--- src/rtl/avlst_pack_arbiter_if.sv ---
// Request / end-of-packet / grant bundle shared between the width-converter FIFOs and the packet arbiter.
interface avlst_pack_arbiter_if #(
  parameter int CHAN_NUM = 4
);
  logic [2*CHAN_NUM-1:0] arbit_request;
  logic [CHAN_NUM-1:0]   arbit_eop;
  logic [CHAN_NUM-1:0]   arbit_grant;

  modport master (output arbit_request, output arbit_eop, input arbit_grant);
  modport slave  (input arbit_request, input arbit_eop, output arbit_grant);
endinterface

--- src/rtl/avlst_pack_arbiter.sv ---
// Packet-granular arbiter: critical-over-general round robin, per-grant burst limit and stuck-grant watchdog.
module avlst_pack_arbiter #(
  parameter int CHAN_NUM    = 4,
  parameter int CHAN_WIDTH  = $clog2(CHAN_NUM),
  parameter int MAX_BURST   = 4,
  parameter int TIMEOUT_CYC = 4096
) (
  input  logic                  clk,
  input  logic                  rst,
  input  logic                  enable,
  avlst_pack_arbiter_if.slave   arb,
  output logic                  grant_valid,
  output logic [CHAN_WIDTH-1:0] grant_index,
  output logic                  timeout_pulse,
  output logic [31:0]           timeout_cnt,
  output logic [31:0]           grant_cnt
);

  typedef enum logic {IDLE, GRANT} state_t;

  state_t                state, state_nxt;
  logic [CHAN_NUM-1:0]   grant_r, gen_req, crit_req, any_req, cand, pool;
  logic [CHAN_WIDTH-1:0] rr_ptr, winner, scan;
  logic [15:0]           burst;
  logic [31:0]           wd_cnt;
  logic                  win_found, eop_hit, others_req, keep_ok, cont, load, drop, wd_hit;

  function automatic logic [CHAN_WIDTH-1:0] ptr_inc(input logic [CHAN_WIDTH-1:0] p);
    return (int'(p) == CHAN_NUM - 1) ? '0 : p + CHAN_WIDTH'(1);
  endfunction

  always_comb begin
    gen_req  = '0;
    crit_req = '0;
    for (int i = 0; i < CHAN_NUM; i++) begin
      gen_req[i]  = arb.arbit_request[2*i];
      crit_req[i] = arb.arbit_request[2*i+1];
    end
  end

  assign any_req    = gen_req | crit_req;
  assign cand       = (|crit_req) ? crit_req : gen_req;
  assign eop_hit    = (state == GRANT) && arb.arbit_eop[grant_index];
  assign others_req = |(any_req & ~grant_r);

  // The holder may keep the path only while under its burst quota, unless nobody else is waiting.
  assign keep_ok = enable && (|(cand & grant_r)) &&
                   (MAX_BURST == 0 || int'(burst) < MAX_BURST || !others_req);
  assign pool    = !enable ? '0 : (keep_ok ? cand : (cand & ~grant_r));

  always_comb begin
    win_found = 1'b0;
    winner    = '0;
    scan      = '0;
    for (int k = 0; k < CHAN_NUM; k++) begin
      scan = CHAN_WIDTH'((int'(rr_ptr) + k) % CHAN_NUM);
      if (!win_found && pool[scan]) begin
        win_found = 1'b1;
        winner    = scan;
      end
    end
  end

  assign cont   = eop_hit && win_found && (winner == grant_index);
  assign load   = win_found && ((state == IDLE) || eop_hit);
  assign wd_hit = (TIMEOUT_CYC != 0) && (state == GRANT) && !eop_hit &&
                  (wd_cnt == 32'(TIMEOUT_CYC - 1));
  assign drop   = (eop_hit && !win_found) || wd_hit;

  always_comb begin
    state_nxt       = state;
    arb.arbit_grant = grant_r;
    case (state)
      IDLE:    if (load) state_nxt = GRANT;
      GRANT:   if (drop) state_nxt = IDLE;
      default: state_nxt = IDLE;
    endcase
    if (eop_hit && !cont) arb.arbit_grant = '0;
  end

  always_ff @(posedge clk) begin
    if (rst) state <= IDLE;
    else     state <= state_nxt;
  end

  always_ff @(posedge clk) begin
    if (rst) begin
      grant_r       <= '0;
      grant_index   <= '0;
      rr_ptr        <= '0;
      burst         <= '0;
      wd_cnt        <= '0;
      timeout_pulse <= 1'b0;
      timeout_cnt   <= '0;
      grant_cnt     <= '0;
    end else begin
      timeout_pulse <= wd_hit;
      if (wd_hit && timeout_cnt != '1) timeout_cnt <= timeout_cnt + 32'd1;
      if (eop_hit) grant_cnt <= grant_cnt + 32'd1;
      if (load) begin
        grant_r     <= CHAN_NUM'(1) << winner;
        grant_index <= winner;
        rr_ptr      <= ptr_inc(winner);
        burst       <= cont ? ((burst == '1) ? burst : burst + 16'd1) : 16'd1;
      end else if (drop) begin
        grant_r <= '0;
        if (wd_hit) rr_ptr <= ptr_inc(grant_index);
      end
      wd_cnt <= (state == GRANT && !eop_hit && !wd_hit) ? wd_cnt + 32'd1 : '0;
    end
  end

  assign grant_valid = |grant_r;

endmodule

--- src/flat_wrapper.sv ---
// flat-port wrapper written by rule: the top's interface ports become plain ports
module avlst_pack_arbiter_flat 
#(
  parameter int CHAN_NUM    = 4,
  parameter int CHAN_WIDTH  = $clog2(CHAN_NUM),
  parameter int MAX_BURST   = 4,
  parameter int TIMEOUT_CYC = 4096
)
  (clk, rst, enable, grant_valid, grant_index, timeout_pulse, timeout_cnt, grant_cnt, arb_arbit_request, arb_arbit_eop, arb_arbit_grant);
  avlst_pack_arbiter_if #(.CHAN_NUM(CHAN_NUM)) arb_i ();
  input  logic clk;
  input  logic rst;
  input  logic enable;
  output logic grant_valid;
  output logic [CHAN_WIDTH-1:0] grant_index;
  output logic timeout_pulse;
  output logic [31:0] timeout_cnt;
  output logic [31:0] grant_cnt;
  input wire logic [$bits(arb_i.arbit_request)-1:0] arb_arbit_request;
  input wire logic [$bits(arb_i.arbit_eop)-1:0] arb_arbit_eop;
  output wire logic [$bits(arb_i.arbit_grant)-1:0] arb_arbit_grant;
  assign arb_i.arbit_request = arb_arbit_request;
  assign arb_i.arbit_eop = arb_arbit_eop;
  assign arb_arbit_grant = arb_i.arbit_grant;
  avlst_pack_arbiter #(.CHAN_NUM(CHAN_NUM), .CHAN_WIDTH(CHAN_WIDTH), .MAX_BURST(MAX_BURST), .TIMEOUT_CYC(TIMEOUT_CYC)) u_core (.clk(clk), .rst(rst), .enable(enable), .arb(arb_i), .grant_valid(grant_valid), .grant_index(grant_index), .timeout_pulse(timeout_pulse), .timeout_cnt(timeout_cnt), .grant_cnt(grant_cnt));
endmodule
--- config.mk ---
export PLATFORM = sky130hd
export DESIGN_NAME = avlst_pack_arbiter_flat
export DESIGN_NICKNAME = d
export VERILOG_FILES = /design/src/rtl/avlst_pack_arbiter_if.sv /design/src/rtl/avlst_pack_arbiter.sv /design/src/flat_wrapper.sv
export SDC_FILE = /design/constraint.sdc
export NUM_CORES = 1
export LEC_CHECK = 0
export CORE_ASPECT_RATIO = 1.25
export CORE_MARGIN = 2
export CORE_UTILIZATION = 50
export DETAILED_ROUTE_END_ITERATION = 10
export HOLD_SLACK_MARGIN = 0.08
export PLACE_DENSITY_LB_ADDON = 0.08
export SYNTH_ARGS = -nofsm -noshare
export SYNTH_HDL_FRONTEND = slang
export SYNTH_SLANG_ARGS = --single-unit
--- constraint.sdc ---
create_clock -name clk -period 3 [get_ports clk]
set_clock_uncertainty 0.2 [all_clocks]
set_input_delay 0.6 -clock clk [delete_from_list [all_inputs] [get_ports clk]]
set_output_delay 0.6 -clock clk [all_outputs]
set_load 0.01 [all_outputs]
Yosys cells after proc, flatten, opt, wreduce, memory -nomap -nowiden
Index checks and enable logic that the tools add are counted.
{ "classes": {"n_addsub": 9, "multipliers": 0, "div_mod_pow": 0, "magnitude_cmp": 6, "n_eq_ne": 7, "n_shift": 1, "n_mux": 34, "bitwise_logic": 7, "reduce_logical": 35} }
{ "op_table": {"columns": ["cell", "n"], "rows": [
  ["32-bit by 1-bit adder with 32-bit output (second input constant)", 3],
  ["32-bit by 12-bit == test with 1-bit output (second input constant)", 1],
  ["16-bit 2-to-1 mux", 2],
  ["32-bit inequality test (second input constant)", 1],
  ["4-bit 2-to-1 mux", 6],
  ["2-bit 2-to-1 mux", 9],
  ["16-bit by 1-bit adder with 16-bit output (second input constant)", 1],
  ["16-bit == test (second input constant)", 1],
  ["16-bit by 3-bit less-than comparator with 1-bit output (second input constant)", 1],
  ["4-bit OR reduction", 4],
  ["1-bit logical AND", 15],
  ["2-bit by 3-bit less-than comparator with 1-bit output (second input constant)", 5],
  ["4-bit AND", 3],
  ["1-bit 2-to-1 mux", 11],
  ["1-bit binary-select mux with 2-bit select", 5],
  ["1-bit zero test", 8],
  ["2-bit by 1-bit adder with 2-bit output (second input constant)", 3],
  ["2-bit adder (second input constant)", 2],
  ["2-bit by 1-bit == test with 1-bit output (second input constant)", 2],
  ["4-bit NOT", 1],
  ["4-bit bitwise OR", 1],
  ["2-bit AND reduction", 2],
  ["2-bit nonzero test", 2],
  ["1-bit by 2-bit << shifter with 4-bit output (first input constant)", 1],
  ["other kinds (6)", 9]
]} }
{ "totals": {"register_bits": 122, "latch_bits": 0, "ram_bits": 0, "mem_bits_ro": 0, "in_bits": 15, "out_inout_bits": 72, "wordCells": 108, "mem_count": 0} }

Depth between registers and ports, before layout
{ "logic_depth": {"word_depth": 25, "depth_mapped": 12, "depth_no_buf": 12} }

Worst setup path after synthesis
OpenSTA, ideal clock, no wires.
{ "synth_path": {"path_type": "input to output", "from": "input port arb_arbit_request[6]", "to": "output port arb_arbit_grant[0]", "arrival_ns": 2.482, "required_time_ns": 2.200, "setup_slack_ns": -0.282, "path_stages": 9, "n_path_buf": 0, "path_cell_list": "nor4b_2 > o21ai_1 > nand4_2 > a31oi_1 > o221ai_1 > a21oi_2 > mux2i_4 > and2_1 > o21a_1"} }
{ "synth_between": {"elab_chain_cells": 25, "elab_cells_between_ends": 41, "classes_between": "eq/ne (1); mux (20); bitwise (4); reduce/logical (16)"} }
{ "synth_rtl": {"columns": ["item", "line_no", "rtl"], "rows": [
  ["start, declared", "flat_wrapper.sv:19", "input wire logic [$bits(arb_i.arbit_request)-1:0] arb_arbit_request;"],
  ["4-bit bitwise OR", "avlst_pack_arbiter.sv:41", "assign any_req = gen_req | crit_req;"],
  ["4-bit AND", "avlst_pack_arbiter.sv:44", "assign others_req = |(any_req & ~grant_r);"],
  ["4-bit OR reduction", "avlst_pack_arbiter.sv:44", null],
  ["1-bit zero test", "avlst_pack_arbiter.sv:48", "(MAX_BURST == 0 || int'(burst) < MAX_BURST || !others_req);"],
  ["1-bit logical OR", "avlst_pack_arbiter.sv:48", null],
  ["1-bit logical AND", "avlst_pack_arbiter.sv:47", "assign keep_ok = enable && (|(cand & grant_r)) &&"],
  ["4-bit 2-to-1 mux * (2 in series)", "avlst_pack_arbiter.sv:49", "assign pool = !enable ? '0 : (keep_ok ? cand : (cand & ~grant_r));"],
  ["1-bit binary-select mux with 2-bit select", "avlst_pack_arbiter.sv:57", "if (!win_found && pool[scan]) begin"],
  ["(+8 left out)", null, null],
  ["1-bit zero test", "avlst_pack_arbiter.sv:57", null],
  ["1-bit logical AND", "avlst_pack_arbiter.sv:57", null],
  ["2-bit 2-to-1 mux / 1-bit 2-to-1 mux (equally long branches)", "avlst_pack_arbiter.sv:57", null],
  ["2-bit == test / 1-bit logical AND (equally long branches)", "avlst_pack_arbiter.sv:64", "assign cont = eop_hit && win_found && (winner == grant_index);"],
  ["1-bit logical AND *", "avlst_pack_arbiter.sv:64", null],
  ["1-bit zero test *", "avlst_pack_arbiter.sv:78", "if (eop_hit && !cont) arb.arbit_grant = '0;"],
  ["1-bit logical AND *", "avlst_pack_arbiter.sv:78", null],
  ["4-bit 2-to-1 mux *", "avlst_pack_arbiter.sv:78", null],
  ["end, declared", "flat_wrapper.sv:21", "output wire logic [$bits(arb_i.arbit_grant)-1:0] arb_arbit_grant;"]
]} }
Every way passes the cells marked *; elsewhere a longest branch is shown, timed or not. The select of a mux whose other input is x is not followed.

Worst setup path after layout
{ "layout_path": {"from": "input port enable", "to": "output port arb_arbit_grant[3]"} }
{ "layout_between": {"elab_chain_cells": 21, "elab_cells_between_ends": 32, "classes_between": "eq/ne (1); mux (19); reduce/logical (12)"} }
{ "layout_rtl": {"columns": ["item", "line_no", "rtl"], "rows": [
  ["start, declared", "flat_wrapper.sv:13", "input logic enable;"],
  ["1-bit logical AND (2 in series)", "avlst_pack_arbiter.sv:47", null],
  ["4-bit 2-to-1 mux", "avlst_pack_arbiter.sv:49", null],
  ["4-bit 2-to-1 mux *", "avlst_pack_arbiter.sv:49", null],
  ["1-bit binary-select mux with 2-bit select", "avlst_pack_arbiter.sv:57", null],
  ["1-bit 2-to-1 mux (implied by the code)", "avlst_pack_arbiter.sv:57", null],
  ["1-bit 2-to-1 mux", "avlst_pack_arbiter.sv:57", null],
  ["1-bit zero test", "avlst_pack_arbiter.sv:57", null],
  ["1-bit logical AND", "avlst_pack_arbiter.sv:57", null],
  ["(+4 left out)", null, null],
  ["1-bit zero test", "avlst_pack_arbiter.sv:57", null],
  ["1-bit logical AND", "avlst_pack_arbiter.sv:57", null],
  ["2-bit 2-to-1 mux / 1-bit 2-to-1 mux (equally long branches)", "avlst_pack_arbiter.sv:57", null],
  ["2-bit == test / 1-bit logical AND (equally long branches)", "avlst_pack_arbiter.sv:64", null],
  ["1-bit logical AND *", "avlst_pack_arbiter.sv:64", null],
  ["1-bit zero test *", "avlst_pack_arbiter.sv:78", null],
  ["1-bit logical AND *", "avlst_pack_arbiter.sv:78", null],
  ["4-bit 2-to-1 mux *", "avlst_pack_arbiter.sv:78", null]
]} }
Marked as above.

==> impl_metrics.csv <==
group,metric,value,unit
worst_setup_path,r2r-end,"u_core.burst[8]",
route,first_pass_iters,4,
sta,setup_viol,6,
layout,fillers,989,
worst_setup_path,r2r_cells,12,
sta,slew_viol_final,0,
worst_setup_path,critPathLaunchType,"primary input",
layout,drive_above_1_share,0.1720,
yosys,yosysTopAreaCellShare,0.4010,
min_path,min_from,"u_core.wd_cnt[0]",
yosys,yosysSeqAreaShare,0.4010,
sta,fin_ws,-590.7,ps
clock_tree,cts_sinks,122,
route,routed_via_density,5.434,
power,power.density,616.3,nW/um^2
min_path,hold_path_class,"reg2reg",
clock_tree,clk_pin_slew,50,ps
status,status,"finished, violations left",
route,routed_wl,14.97,mm
route,drt-initial-drc-count,205,
yosys,syn_area_per_cell,8.321,sq um
global_route,grt_max_degree,46,
min_path,hold_depth,1,
sta,final-hold-violation-count,0,
global_route,grt_pass1_wl,24.75,mm
sta,relSlewSlack,0.6334,
yosys,ys_ff_latch,122,
clock_tree,htree_num_levels,4,
die,die_w,102.7,microns
die,design.die.area,13090,sq um
worst_setup_path,crit_type,"in2out",
die,initial_utilization,0.5079,
layout,diodes,0,
yosys,synth.distinct_cells,60,
yosys,syn-num-nets,756,
clock_tree,cts-root-buf,"clkbuf_16",
worst_setup_path,r2r-start,"u_core.burst[11]",
layout,nets,890,
die,io_pins,87,
worst_setup_path,regToRegSetupSlack,40,ps
global_route,antenna_found_initial,0,
route,post_drt_wl_per_cell,14.37,microns
worst_setup_path,end_kind,"primary output",
sta,grt_setup_unrepaired,"true",
sta,fin_setup_tns,-2382,ps
yosys,yosysWarnings,0,
global_route,grt_pass1_vias,5558,
clock_tree,cts_tree,"done",
yosys,synth_area_leader_cell,"dfxtp_1",
route,drc,0,
sta,fin_crit_sh,1.197,
power,cellLeakagePower,3.015,nW
sta,fin_hold_ws,267.9,ps
status,violations,"setup timing",
yosys,synth_edf_count,0,
clock_tree,clk_latency,410,ps
die,num_rows,45,
sta,layout_min_cycle_time,3591,ps
sta,worstMarginPinSlew,549.9,ps
placement,gp_congestion,0.9292,
clock_tree,numCtsBuffers,17,
clock_tree,cts_buffer_depth,2,
global_route,grt.overflow.total,0,
worst_setup_path,crit_arrival,2790,ps
yosys,synthArstFlopShare,0,
route,antenna_left,0,
placement,dpl.hpwl,10.53,mm
sta,fmax,0.2785,GHz
yosys,ys.flop_type,"dfxtp_1",
global_route,grt_usage,0.2341,
worst_setup_path,required,2200,ps
yosys,netlist_instances,732,
placement,portBuffers,86,
route,num_vias,5662,
die,core,11990,sq um
layout,syn2layout_area_growth,35.70,%
worst_setup_path,cp_max_fo,7,
power,ir_drop,0.0003652,V
min_path,hold_path_end,"u_core.wd_cnt[0]",
yosys,synth.area.top_cells,"dfxtp_1 (40%), nor2_1 (8.1%), xor2_1 (7.8%)",
die,die_h,127.4,microns
yosys,syn_area,6091,sq um
run,cap_violations,0,
## worst max-delay path, cell delays in order
cell	delay [ps]
clkdlybuf4s50_1	600
nor2b_1	260
a31oi_4	160
buf_6	160
nand4_4	60
or3b_4	390
mux2i_4	150
and2_4	180
o21a_1	110
buf_2	120
## kinds of logic after synthesis
family | synth area share
muxes | 0.01068
buffers and inverters | 0.03595
AOI/OAI and AO/OA | 0.1000
and+or+nand+nor | 0.3147
DFF | 0.4010
xor gates and xnor gates | 0.1191
adders and majority gates | 0.01849
## flip-flops by register name, indices dropped and copies added (netlist names)
name	cells
u_core.timeout_cnt	32
u_core.rr_ptr	2
u_core.timeout_pulse	1
u_core.grant_r	4
u_core.state	1
u_core.wd_cnt	32
u_core.burst	16
u_core.grant_index	2
u_core.grant_cnt	32
## cell usage after synthesis, drive strengths merged (2+ instances only)
| master | instances |
|---|---|
| o21a | 6 |
| o21ai | 17 |
| or2 | 5 |
| nand2 | 72 |
| xnor2 | 27 |
| o221ai | 2 |
| and3 | 21 |
| and2 | 4 |
| a41o | 3 |
| mux2i | 3 |
| a211oi | 2 |
| ha | 9 |
| nor2b | 5 |
| or3 | 14 |
| nor3b | 3 |
| a41oi | 4 |
| nor2 | 133 |
| nand2b | 7 |
| or4 | 5 |
| nand3 | 41 |
| o22ai | 2 |
| a22o | 4 |
| nor4b | 5 |
| nand4 | 25 |
| dfxtp | 122 |
| nor3 | 13 |
| inv | 17 |
| o32ai | 6 |
| clkbuf | 21 |
| and4 | 7 |
| nor4 | 14 |
| xor2 | 55 |
| a21oi | 17 |
| and3b | 2 |
| a31oi | 22 |
| buf | 11 |
## layer usage
layer | global-route usage | up-vias | wire length, microns
li1 | - | 2827 | -
met4 | 0.09020 | 0 | 261
met2 | 0.4037 | 150 | 7656
met1 | 0.2708 | 2659 | 6218
met3 | 0.06619 | 26 | 837
met5 | 0 | - | 0
## cells in the final DEF (no fill, tap or decap), types with 20 or more instances in the layout
master,netlist,routed
nor2_1,132,130
and3_1,21,21
nand3_1,40,40
a31oi_1,22,20
xor2_1,54,54
nand4_1,23,23
buf_4,2,57
clkdlybuf4s50_1,0,73
dfxtp_1,122,119
xnor2_1,27,27
nand2_1,70,70
## how the worst max path moves through the flow
| stage | startpoint | depth (start not counted) | slack, ps | end |
|---|---|---|---|---|
| after CTS | u_core.burst[11] | 12 | -520 | arb_arbit_grant[2] |
| after floorplan | arb_arbit_request[1] | 9 | -200 | arb_arbit_grant[0] |
| after global routing | arb_arbit_request[6] | 12 | -690 | arb_arbit_grant[1] |
| after global placement | arb_arbit_request[1] | 11 | -1210 | arb_arbit_grant[2] |
| after detailed placement | arb_arbit_request[5] | 11 | -1310 | arb_arbit_grant[2] |
| final | enable | 10 | -590 | arb_arbit_grant[3] |
## per-stage QoR
stage	cells	instance area, sq um	total power [mW]	setup slack, ps	util
final	1042	8265	5.094	-590.7	0.6892
after global routing	1042	8265	5.322	-686.6	0.6892
after CTS	1041	8208	5.062	-519.1	0.6844
after detailed placement	1007	7475	3.053	-1311	0.6233
after global placement	1007	7475	3.020	-1213	0.6233
after floorplan	732	6116	2.538	-203.2	-
## final cells by class
type                       instances  area (sq um)  area share
clock buffer                      22         464.2     0.05616
multi-input combinational        561          3672      0.4443
inverter                          17         63.81    0.007720
clock inverter                     9         97.59     0.01181
timing repair buffer             147          1316      0.1592
sequential                       122          2446      0.2959
tap                              164         205.2     0.02483
## power by group
group / total [mW] / switching (mW) / leakage, nW / internal (mW)
clock network: 1.94 / 0.688 / 0.279 / 1.25
registers: 1.76 / 0.0767 / 0.986 / 1.68
logic: 1.39 / 0.744 / 1.75 / 0.650
total: 5.09 / 1.51 / 3.01 / 3.58
## repair_timing
action                                  in CTS  in global routing
setup buffers                                3                  1
gates resized for setup                     73                  8
pin swaps                                   19                  8
hold buffers                                 0                  0
endpoints found under the setup margin      26                 27
Note: power is estimated with default switching activity, not from simulation.
